[config.mk]
export PLATFORM = sky130hd
export DESIGN_NAME = vram_port_arbiter_flat
export DESIGN_NICKNAME = d
export VERILOG_FILES = /design/src/rtl/vram_port_arbiter_pkg.sv /design/src/rtl/vram_port_arbiter_if.sv /design/src/rtl/vram_port_arbiter_sat_counter.sv /design/src/rtl/vram_port_arbiter.sv /design/src/flat_wrapper.sv
export SDC_FILE = /design/constraint.sdc
export NUM_CORES = 1
export LEC_CHECK = 0
export BUFFER_PORTS_ARGS = -buffer_cell sky130_fd_sc_hd__buf_2
export CAP_MARGIN = 20
export CORE_MARGIN = 10
export CORE_UTILIZATION = 38
export CTS_BUF_LIST = sky130_fd_sc_hd__clkbuf_8 sky130_fd_sc_hd__clkbuf_16
export DETAILED_ROUTE_END_ITERATION = 10
export PLACE_DENSITY_LB_ADDON = 0.3
export SYNTH_ARGS = -nofsm -noshare
export SYNTH_HDL_FRONTEND = slang
export SYNTH_SLANG_ARGS = --single-unit
export TNS_END_PERCENT = 5
[constraint.sdc]
create_clock -name clk -period 1.84 [get_ports clk]
set_input_delay 0.092 -clock clk [delete_from_list [all_inputs] [get_ports clk]]
set_output_delay 0.092 -clock clk [all_outputs]
set_load 0.005 [all_outputs]
[src/rtl/vram_port_arbiter_pkg.sv]
// Shared constants for the VDP/host VRAM arbiter: RAM geometry and FSM state encodings.
package vram_port_arbiter_pkg;

  localparam int RAM_DATA_W = 32;
  localparam int RAM_BE_W   = 4;
  localparam int RAM_DEPTH  = 256;

  localparam logic [1:0] ST_IDLE    = 2'd0;
  localparam logic [1:0] ST_CAPTURE = 2'd1;
  localparam logic [1:0] ST_ACK     = 2'd2;

  // An all-zero byte-enable field marks a read.
  function automatic logic is_read_op(input logic [RAM_BE_W-1:0] be);
    return ~|be;
  endfunction

endpackage

[src/rtl/vram_port_arbiter_if.sv]
// Host-side valid/ready bus into the VRAM arbiter; master = Wishbone host, slave = arbiter.
interface vram_port_arbiter_if
  import vram_port_arbiter_pkg::*;
#(
  parameter int ADDR_WIDTH = 8
) ();

  logic                  host_valid;
  logic [ADDR_WIDTH-1:0] host_address;
  logic [RAM_BE_W-1:0]   host_wstrb;
  logic [RAM_DATA_W-1:0] host_write_data;
  logic [RAM_DATA_W-1:0] host_read_data;
  logic                  host_ready;

  modport master (
    output host_valid, host_address, host_wstrb, host_write_data,
    input  host_read_data, host_ready
  );

  modport slave (
    input  host_valid, host_address, host_wstrb, host_write_data,
    output host_read_data, host_ready
  );

endinterface

[src/rtl/vram_port_arbiter_sat_counter.sv]
// Saturating up-counter with synchronous clear; clear has priority over increment.
module sat_counter #(
  parameter int WIDTH = 10,
  parameter int LIMIT = 1023
) (
  input  logic             clk,
  input  logic             reset_n,
  input  logic             inc_i,
  input  logic             clr_i,
  output logic [WIDTH-1:0] count_o,
  output logic             at_limit_o
);

  localparam logic [WIDTH-1:0] LIM = WIDTH'(LIMIT);

  logic [WIDTH-1:0] count_q, count_d;

  always_comb begin
    count_d = count_q;
    if (clr_i) begin
      count_d = '0;
    end else if (inc_i && (count_q != LIM)) begin
      count_d = count_q + 1'b1;
    end
  end

  always_ff @(posedge clk or negedge reset_n) begin
    if (!reset_n) begin
      count_q <= '0;
    end else begin
      count_q <= count_d;
    end
  end

  assign count_o    = count_q;
  assign at_limit_o = (count_q == LIM);

endmodule

[src/rtl/vram_port_arbiter.sv]
// Shares the single-port tile RAM between the VDP (always wins) and the host, which
// slots into VDP-idle cycles; blocked host cycles feed a sticky starvation flag.
module vram_port_arbiter
  import vram_port_arbiter_pkg::*;
#(
  parameter int ADDR_WIDTH   = 8,
  parameter int STARVE_LIMIT = 1023
) (
  input  logic                  clk,
  input  logic                  reset_n,
  input  logic                  vdp_req,
  input  logic [ADDR_WIDTH-1:0] vdp_address,
  input  logic [RAM_BE_W-1:0]   vdp_we,
  input  logic [RAM_DATA_W-1:0] vdp_write_data,
  output logic [RAM_DATA_W-1:0] vdp_read_data,
  output logic                  vdp_read_valid,
  vram_port_arbiter_if.slave    host,
  input  logic                  starve_clear,
  output logic                  host_starved,
  output logic                  ram_en,
  output logic [RAM_BE_W-1:0]   ram_we,
  output logic [ADDR_WIDTH-1:0] ram_address,
  output logic [RAM_DATA_W-1:0] ram_write_data,
  input  logic [RAM_DATA_W-1:0] ram_read_data
);

  localparam int               CNT_W = $clog2(STARVE_LIMIT + 1);
  localparam logic [CNT_W-1:0] NEAR  = CNT_W'(STARVE_LIMIT - 1);

  logic [1:0]            state_q, state_d;
  logic                  host_rd_q, host_rd_d;
  logic [RAM_DATA_W-1:0] hrd_q, hrd_d;
  logic                  host_ready_q;
  logic                  vdp_rv_q;
  logic                  starved_q, starved_d;

  logic                  host_issue;
  logic                  cnt_inc, cnt_clr, cnt_at_limit;
  logic [CNT_W-1:0]      cnt_value;

  assign host_issue = (state_q == ST_IDLE) & host.host_valid & ~vdp_req;
  assign cnt_inc    = (state_q == ST_IDLE) & host.host_valid & vdp_req;
  assign cnt_clr    = starve_clear | (state_q == ST_ACK);

  sat_counter #(
    .WIDTH (CNT_W),
    .LIMIT (STARVE_LIMIT)
  ) u_starve_cnt (
    .clk        (clk),
    .reset_n    (reset_n),
    .inc_i      (cnt_inc),
    .clr_i      (cnt_clr),
    .count_o    (cnt_value),
    .at_limit_o (cnt_at_limit)
  );

  // The VDP owns the port whenever it asks; the host only on its single issue cycle.
  always_comb begin
    ram_en         = 1'b0;
    ram_we         = '0;
    ram_address    = '0;
    ram_write_data = '0;
    if (vdp_req) begin
      ram_en         = 1'b1;
      ram_we         = vdp_we;
      ram_address    = vdp_address;
      ram_write_data = vdp_write_data;
    end else if (host_issue) begin
      ram_en         = 1'b1;
      ram_we         = host.host_wstrb;
      ram_address    = host.host_address;
      ram_write_data = host.host_write_data;
    end
  end

  always_comb begin
    state_d   = state_q;
    host_rd_d = host_rd_q;
    hrd_d     = hrd_q;
    case (state_q)
      ST_IDLE: begin
        if (host_issue) begin
          state_d   = ST_CAPTURE;
          host_rd_d = is_read_op(host.host_wstrb);
        end
      end
      ST_CAPTURE: begin
        // RAM Do still holds the host's data here even if the VDP issues this cycle.
        if (host_rd_q) begin
          hrd_d = ram_read_data;
        end
        state_d = ST_ACK;
      end
      ST_ACK:  state_d = ST_IDLE;
      default: state_d = ST_IDLE;
    endcase
  end

  // Flag sets on the same edge the count lands on the limit; a clear in that cycle wins.
  always_comb begin
    if (starve_clear) begin
      starved_d = 1'b0;
    end else begin
      starved_d = starved_q | cnt_at_limit | (cnt_inc & (cnt_value == NEAR));
    end
  end

  always_ff @(posedge clk or negedge reset_n) begin
    if (!reset_n) begin
      state_q      <= ST_IDLE;
      host_rd_q    <= 1'b0;
      hrd_q        <= '0;
      host_ready_q <= 1'b0;
      vdp_rv_q     <= 1'b0;
      starved_q    <= 1'b0;
    end else begin
      state_q      <= state_d;
      host_rd_q    <= host_rd_d;
      hrd_q        <= hrd_d;
      host_ready_q <= (state_q == ST_CAPTURE);
      vdp_rv_q     <= vdp_req & is_read_op(vdp_we);
      starved_q    <= starved_d;
    end
  end

  assign host.host_ready     = host_ready_q;
  assign host.host_read_data = hrd_q;
  assign vdp_read_valid      = vdp_rv_q;
  assign vdp_read_data       = ram_read_data;
  assign host_starved        = starved_q;

endmodule

[src/flat_wrapper.sv]
// flat-port wrapper written by rule: the top's interface ports become plain ports
module vram_port_arbiter_flat import vram_port_arbiter_pkg::*;
#(
  parameter int ADDR_WIDTH   = 8,
  parameter int STARVE_LIMIT = 1023
)
  (clk, reset_n, vdp_req, vdp_address, vdp_we, vdp_write_data, vdp_read_data, vdp_read_valid, starve_clear, host_starved, ram_en, ram_we, ram_address, ram_write_data, ram_read_data, host_host_valid, host_host_address, host_host_wstrb, host_host_write_data, host_host_read_data, host_host_ready);
  vram_port_arbiter_if #(.ADDR_WIDTH(ADDR_WIDTH)) host_i ();
  input  logic clk;
  input  logic reset_n;
  input  logic vdp_req;
  input  logic [ADDR_WIDTH-1:0] vdp_address;
  input  logic [RAM_BE_W-1:0] vdp_we;
  input  logic [RAM_DATA_W-1:0] vdp_write_data;
  output logic [RAM_DATA_W-1:0] vdp_read_data;
  output logic vdp_read_valid;
  input  logic starve_clear;
  output logic host_starved;
  output logic ram_en;
  output logic [RAM_BE_W-1:0] ram_we;
  output logic [ADDR_WIDTH-1:0] ram_address;
  output logic [RAM_DATA_W-1:0] ram_write_data;
  input  logic [RAM_DATA_W-1:0] ram_read_data;
  input wire logic [$bits(host_i.host_valid)-1:0] host_host_valid;
  input wire logic [$bits(host_i.host_address)-1:0] host_host_address;
  input wire logic [$bits(host_i.host_wstrb)-1:0] host_host_wstrb;
  input wire logic [$bits(host_i.host_write_data)-1:0] host_host_write_data;
  output wire logic [$bits(host_i.host_read_data)-1:0] host_host_read_data;
  output wire logic [$bits(host_i.host_ready)-1:0] host_host_ready;
  assign host_i.host_valid = host_host_valid;
  assign host_i.host_address = host_host_address;
  assign host_i.host_wstrb = host_host_wstrb;
  assign host_i.host_write_data = host_host_write_data;
  assign host_host_read_data = host_i.host_read_data;
  assign host_host_ready = host_i.host_ready;
  vram_port_arbiter #(.ADDR_WIDTH(ADDR_WIDTH), .STARVE_LIMIT(STARVE_LIMIT)) u_core (.clk(clk), .reset_n(reset_n), .vdp_req(vdp_req), .vdp_address(vdp_address), .vdp_we(vdp_we), .vdp_write_data(vdp_write_data), .vdp_read_data(vdp_read_data), .vdp_read_valid(vdp_read_valid), .host(host_i), .starve_clear(starve_clear), .host_starved(host_starved), .ram_en(ram_en), .ram_we(ram_we), .ram_address(ram_address), .ram_write_data(ram_write_data), .ram_read_data(ram_read_data));
endmodule
* Word-level counts from Yosys, hierarchy flattened
Index checks and enable logic that the tools add are counted.
Widths: inputs -> output; s select.
** Cells by class
- Add/subtract/negate cells :: 1
- Equal/unequal tests :: 6
- Multiplexer cells :: 13
- Bitwise logic cells :: 9
- Reductions and logical operators :: 9
** Operators with widths (number)
- $mux 32 :: 2
- $eq 10x10->1 const B :: 2
- $mux 10 :: 2
- $mux 8 :: 2
- $add 10x1->10 const B :: 1
- $ne 10x10->1 const B :: 1
- $mux 4 :: 2
- $reduce_or 4->1 :: 2
- $and 1x1->1 :: 5
- $pmux 2 s2 :: 1
- $reduce_and 2->1 :: 2
- $mux 1 :: 3
- $or 1x1->1 :: 3
- $eq 2x1->1 const B :: 1
- $eq 2x2->1 const B :: 1
- $logic_not 1->1 :: 2
- $logic_not 2->1 :: 1
- $mux 2 :: 1
- $ne 2x1->1 const B :: 1
- $reduce_bool 2->1 :: 1
- $logic_and 1x1->1 :: 1
- $not 1->1 :: 1
** Word-level totals
- Register bits :: 48
- Bits of input ports :: 125

* Logic depth before layout (Yosys ltp)
- Word-level depth :: 6
- Depth in mapped cells :: 5
- Depth with buffers taken out :: 5

* Cells and area by module
From an unflattened synthesis, not the netlist that was laid out.
** Second synthesis, totals
- Cell total of the unflattened synthesis :: 329
- Area, all modules :: 3025.4 um^2
** Modules (own cells, without submodules)
- vram_port_arbiter :: times used 1, cells each 272, area each 2484.9 um^2, seq. area each 950.9 um^2
- sat_counter :: times used 1, cells each 57, area each 540.5 um^2, seq. area each 250.2 um^2

* Worst setup path before layout
No wires, ideal clock.
- Kind :: flip-flop to flip-flop
- Start point :: register u_core.state_q[1]
- End point :: register u_core.u_starve_cnt.count_q[9], in the netlist u_core.u_starve_cnt.count_o[9]
- Data arrival time :: 1.432 ns
- Data required time :: 1.762 ns
- Setup slack :: 0.330 ns
- Stages on the path, launching flop included :: 5
- Buffers on the path :: 0
- Clock period less this slack :: 1.510 ns
- Cells stage by stage :: dfrtp_1 > and4bb_4 > nand4_4 > or4_1 > a21oi_1
** Between the ends
- Cells in the longest elaborated chain, start to end :: 5
- Elaborated cells on any way between the ends :: 8
- Those cells by class :: eq/ne (1); mux (1); bitwise (3); reduce/logical (3)
** Ends and longest elaborated chain
- start: declaration :: line vram_port_arbiter.sv:30 : logic [1:0] state_q, state_d;
- start signal: assignment :: line vram_port_arbiter.sv:117 : state_q <= state_d;
- $logic_not 2->1 :: line vram_port_arbiter.sv:42 : assign cnt_inc = (state_q == ST_IDLE) & host.host_valid & vdp_req;
- $and 1x1->1 (2 in series) :: line vram_port_arbiter.sv:42
- $logic_and 1x1->1 :: line vram_port_arbiter_sat_counter.sv:22 : end else if (inc_i && (count_q != LIM)) begin
- $reduce_bool 2->1 (no line)
- end signal: assignment :: line vram_port_arbiter_sat_counter.sv:31 : count_q <= count_d;
- end: declaration :: line vram_port_arbiter_sat_counter.sv:16 : logic [WIDTH-1:0] count_q, count_d;
Parallel ways exist; a longest one is shown, timed or not.
A chain may end at the register's enable or synchronous reset.

* Final worst setup path
- Start point :: register u_core.state_q[1]
- End point :: output ram_write_data[13]
** Between the ends
- Cells in the longest elaborated chain, start to end :: 5
** Ends and longest elaborated chain
- $logic_not 2->1 :: line vram_port_arbiter.sv:41 : assign host_issue = (state_q == ST_IDLE) & host.host_valid & ~vdp_req;
- $and 1x1->1 (2 in series) :: line vram_port_arbiter.sv:41
- $mux 32 :: line vram_port_arbiter.sv:68 : end else if (host_issue) begin
- $mux 32 :: line vram_port_arbiter.sv:63 : if (vdp_req) begin
- end: declaration :: line flat_wrapper.sv:22 : output logic [RAM_DATA_W-1:0] ram_write_data;
Every way passes these cells.

==> results by group <==
Finish
  • Number of fill cells in the layout: ~600
  • P&R area growth vs syn: 46.3%
  • Post-Layout Inst Area: ~4000 um^2
  • Share of layout cells above drive strength 1: 0.649
  • Total Nets Final: between 500 and 600

Clocking
  • Total CTS buffers: 5
  • Worst skew pair latency: 0.29 ns
  • Htree depth: 2
  • Clock Path Buffers: 2
  • Reg clk slew, reported paths: 0.08 ns
  • CTS Sinks: 48
  • CTS Root Buffer Type: clkbuf_8
  • CTS tree: built

Timing
  • Final setup viols: 0
  • Worst Skew: roughly 0.0027 ns
  • Final worst path period need: 1.73 ns
  • Worst-Margin Slew: ~0.6 ns
  • Min Hold Slack: around 0.040 ns
  • RSZ-0062 raised after global routing: false
  • Final Cycle Share: 0.943
  • Pins over their slew limit: 0
  • Achievable Freq: 576 MHz
  • Final setup TNS: 0 ns
  • Final Hold Violating Endpoints: 0
  • Rel. slew slack: 0.601

Worst setup path
  • CP max FO: 19
  • CP Data Arrival Time: 1.64 ns
  • Worst Setup Start Kind: flip-flop
  • CP endpoint kind: primary output
  • Reg2Reg Depth: 4
  • Crit path kind: reg2out
  • Crit path required time: 1.75 ns

Global routing
  • Total gr overflow: 0
  • GR Util All Layers: 0.180
  • Largest net degree at the start of global routing: 47
  • Number of global-route vias before repair: ~2700
  • Initial antenna violation count: 2
  • First-pass GRT wire length: 15900 um

Logic synthesis
  • Seq cells post-synth: 48
  • Top cells by count, synth: dfrtp_1 (48), a22o_1 (44), mux2_2 (33)
  • Top-count cell post-synth: dfrtp_1
  • Number of enable flip-flop cells after synthesis: 0
  • Sequential area share after synthesis: 0.452
  • Synthesized area: approximately 2700 um^2
  • Main synth FF type: dfrtp_1
  • Synth warnings: 0
  • Share of flip-flops with an asynchronous set or reset: 1.00
  • Largest cells by area after synthesis: dfrtp_1 (45%), a22o_1 (15%), mux2_2 (14%), buf_4 (9.0%), nor2_1 (1.4%)
  • Syn_nets: around 360
  • Synth top area share: 0.452
  • Synthesized netlist cell count: about 230
  • Post-synth top area cell: dfrtp_1
  • Synth unique cells: 34
  • Syn_area_per_cell: about 11 um^2

Die
  • Die Wd: around 100 um
  • Die height: just over 100 um
  • Cell row count: 30
  • DIE AREA: 10700 um^2
  • Starting Density: 0.391
  • Io pins: approximately 240
  • Core Box Area: between 6000 and 7000 um^2

Place
  • Routability cong.: 0.862
  • Detail Placement HPWL: just under 9000 um
  • Cell Area, Placed: roughly 3700 um^2
  • # port buffers: 236

Detailed routing
  • Detailed Route Iter0 Violations: about 120
  • # DRC: 0
  • First-pass iteration count of the detailed router: 4
  • WL per Instance: ~19 um
  • Final wirelength: 10200 um
  • Routed via count: around 2600
  • ANT nets after route: 0
  • Via density: 4.87

Worst hold path
  • Worst hold path type: in2reg
  • Hold path cells: 2

Flow run
  • Max-cap violations: 0

Pwr
  • Worst VDD drop: between 0.2 and 0.3 mV
  • Power Dens Cells: roughly 760 nW/um^2
  • P_leak: 0.00209 uW
  • Total power: 2940 uW

Status
  • Outcome: completed
per-layer routing:
metal  track usage  part of all wire  vias to the layer above
met2         0.303              0.49                      121
met1         0.221              0.42                     1235
met3        0.0613             0.086                        5
li1              -                 -                     1258
met5             0                 0                        -
met4        0.0252            0.0056                        0
cell families after synthesis:
kind of cell,after synthesis,share of synthesized area
AO/OA/AOI/OAI,64,0.197
buffers and inverters,50,0.119
multiplexers,34,0.144
XOR/XNOR,2,0.00660
AND/OR/NAND/NOR,32,0.0716
flip-flops,48,0.452
adder cells (fa/ha/maj),2,0.00942
where the power goes:
group          switching [uW]  leakage, uW  internal, uW  total (uW)
logic                     410      0.00145           538         948
registers                95.0     0.000593          1270        1360
clock network             327    0.0000473           300         626
path summary, 6_finish.rpt:
kind                                                            startpoint                                    endpoint  slack (ns)
worst max-delay path                         u_core.state_q[1]$_DFFE_PN0P_                          ram_write_data[13]        0.11
worst min-delay path                                     ram_read_data[30]  u_core.host.host_read_data[30]$_DFFE_PN0P_        0.04
worst max register to register               u_core.state_q[1]$_DFFE_PN0P_  u_core.u_starve_cnt.count_o[9]$_DFFE_PN0P_        0.22
worst min register to register  u_core.host.host_read_data[26]$_DFFE_PN0P_  u_core.host.host_read_data[26]$_DFFE_PN0P_        0.50
max in group asynchronous                                          reset_n  u_core.host.host_read_data[10]$_DFFE_PN0P_        0.96
min in group asynchronous                                          reset_n  u_core.host.host_read_data[25]$_DFFE_PN0P_        0.35
state kept, by name (all words and copies together), names as in the netlist:
| name | flops |
|---|---|
| u_core.host.host_ready | 1 |
| u_core.host.host_read_data | 32 |
| u_core.u_starve_cnt.count_o | 10 |
| u_core.state_q | 2 |
| u_core.vdp_read_valid | 1 |
| u_core.host_rd_q | 1 |
| u_core.host_starved | 1 |
cells in the final DEF (no fill, tap or decap), drive strengths merged, types with 3 or more instances in the layout:
cell type,instances
nor2,10
nand4,4
dlygate4sd3,4
a21oi,4
clkbuf,6
inv,5
buf,243
o21ai,3
a22o,44
dfrtp,48
nand2,5
mux2,33
critical path, stage by stage (launching register included):
cell and delay, ns:
dfrtp_1 0.42, nand2b_1 0.21, nor3_4 0.23, buf_6 0.22
a22o_1 0.15, buf_2 0.11
per-stage QoR:
stage	setup WS, ns	utilization	std cells
detailed placement	0.232	0.550	525
floorplan	0.330	-	232
global route	0.00680	0.571	537
CTS	0.00239	0.570	537
finish	0.105	0.572	538
global placement	0.299	0.550	525
cell type report:
type | instances | area (um^2) | area share
Antenna cell | 1 | 2.50 | 0.000644
Clock buffer | 6 | 82.6 | 0.0213
Clock inverter | 1 | 8.76 | 0.00225
Inverter | 5 | 18.8 | 0.00483
Multi-Input combinational cell | 134 | 1140 | 0.295
Sequential cell | 48 | 1200 | 0.309
Tap cell | 96 | 120 | 0.0309
Timing Repair Buffer | 247 | 1310 | 0.336
what timing repair did:
item / 4_1_cts / 5_1_grt
pin swaps: 1 / 1
setup endpoints to repair: 32 / 33
setup buffers: 1 / 0
gates resized for setup: 0 / 2
endpoints found under the hold margin: 26 / 0
hold buffers: 4 / 0
No activity file was read; power rests on OpenSTA's default activity.
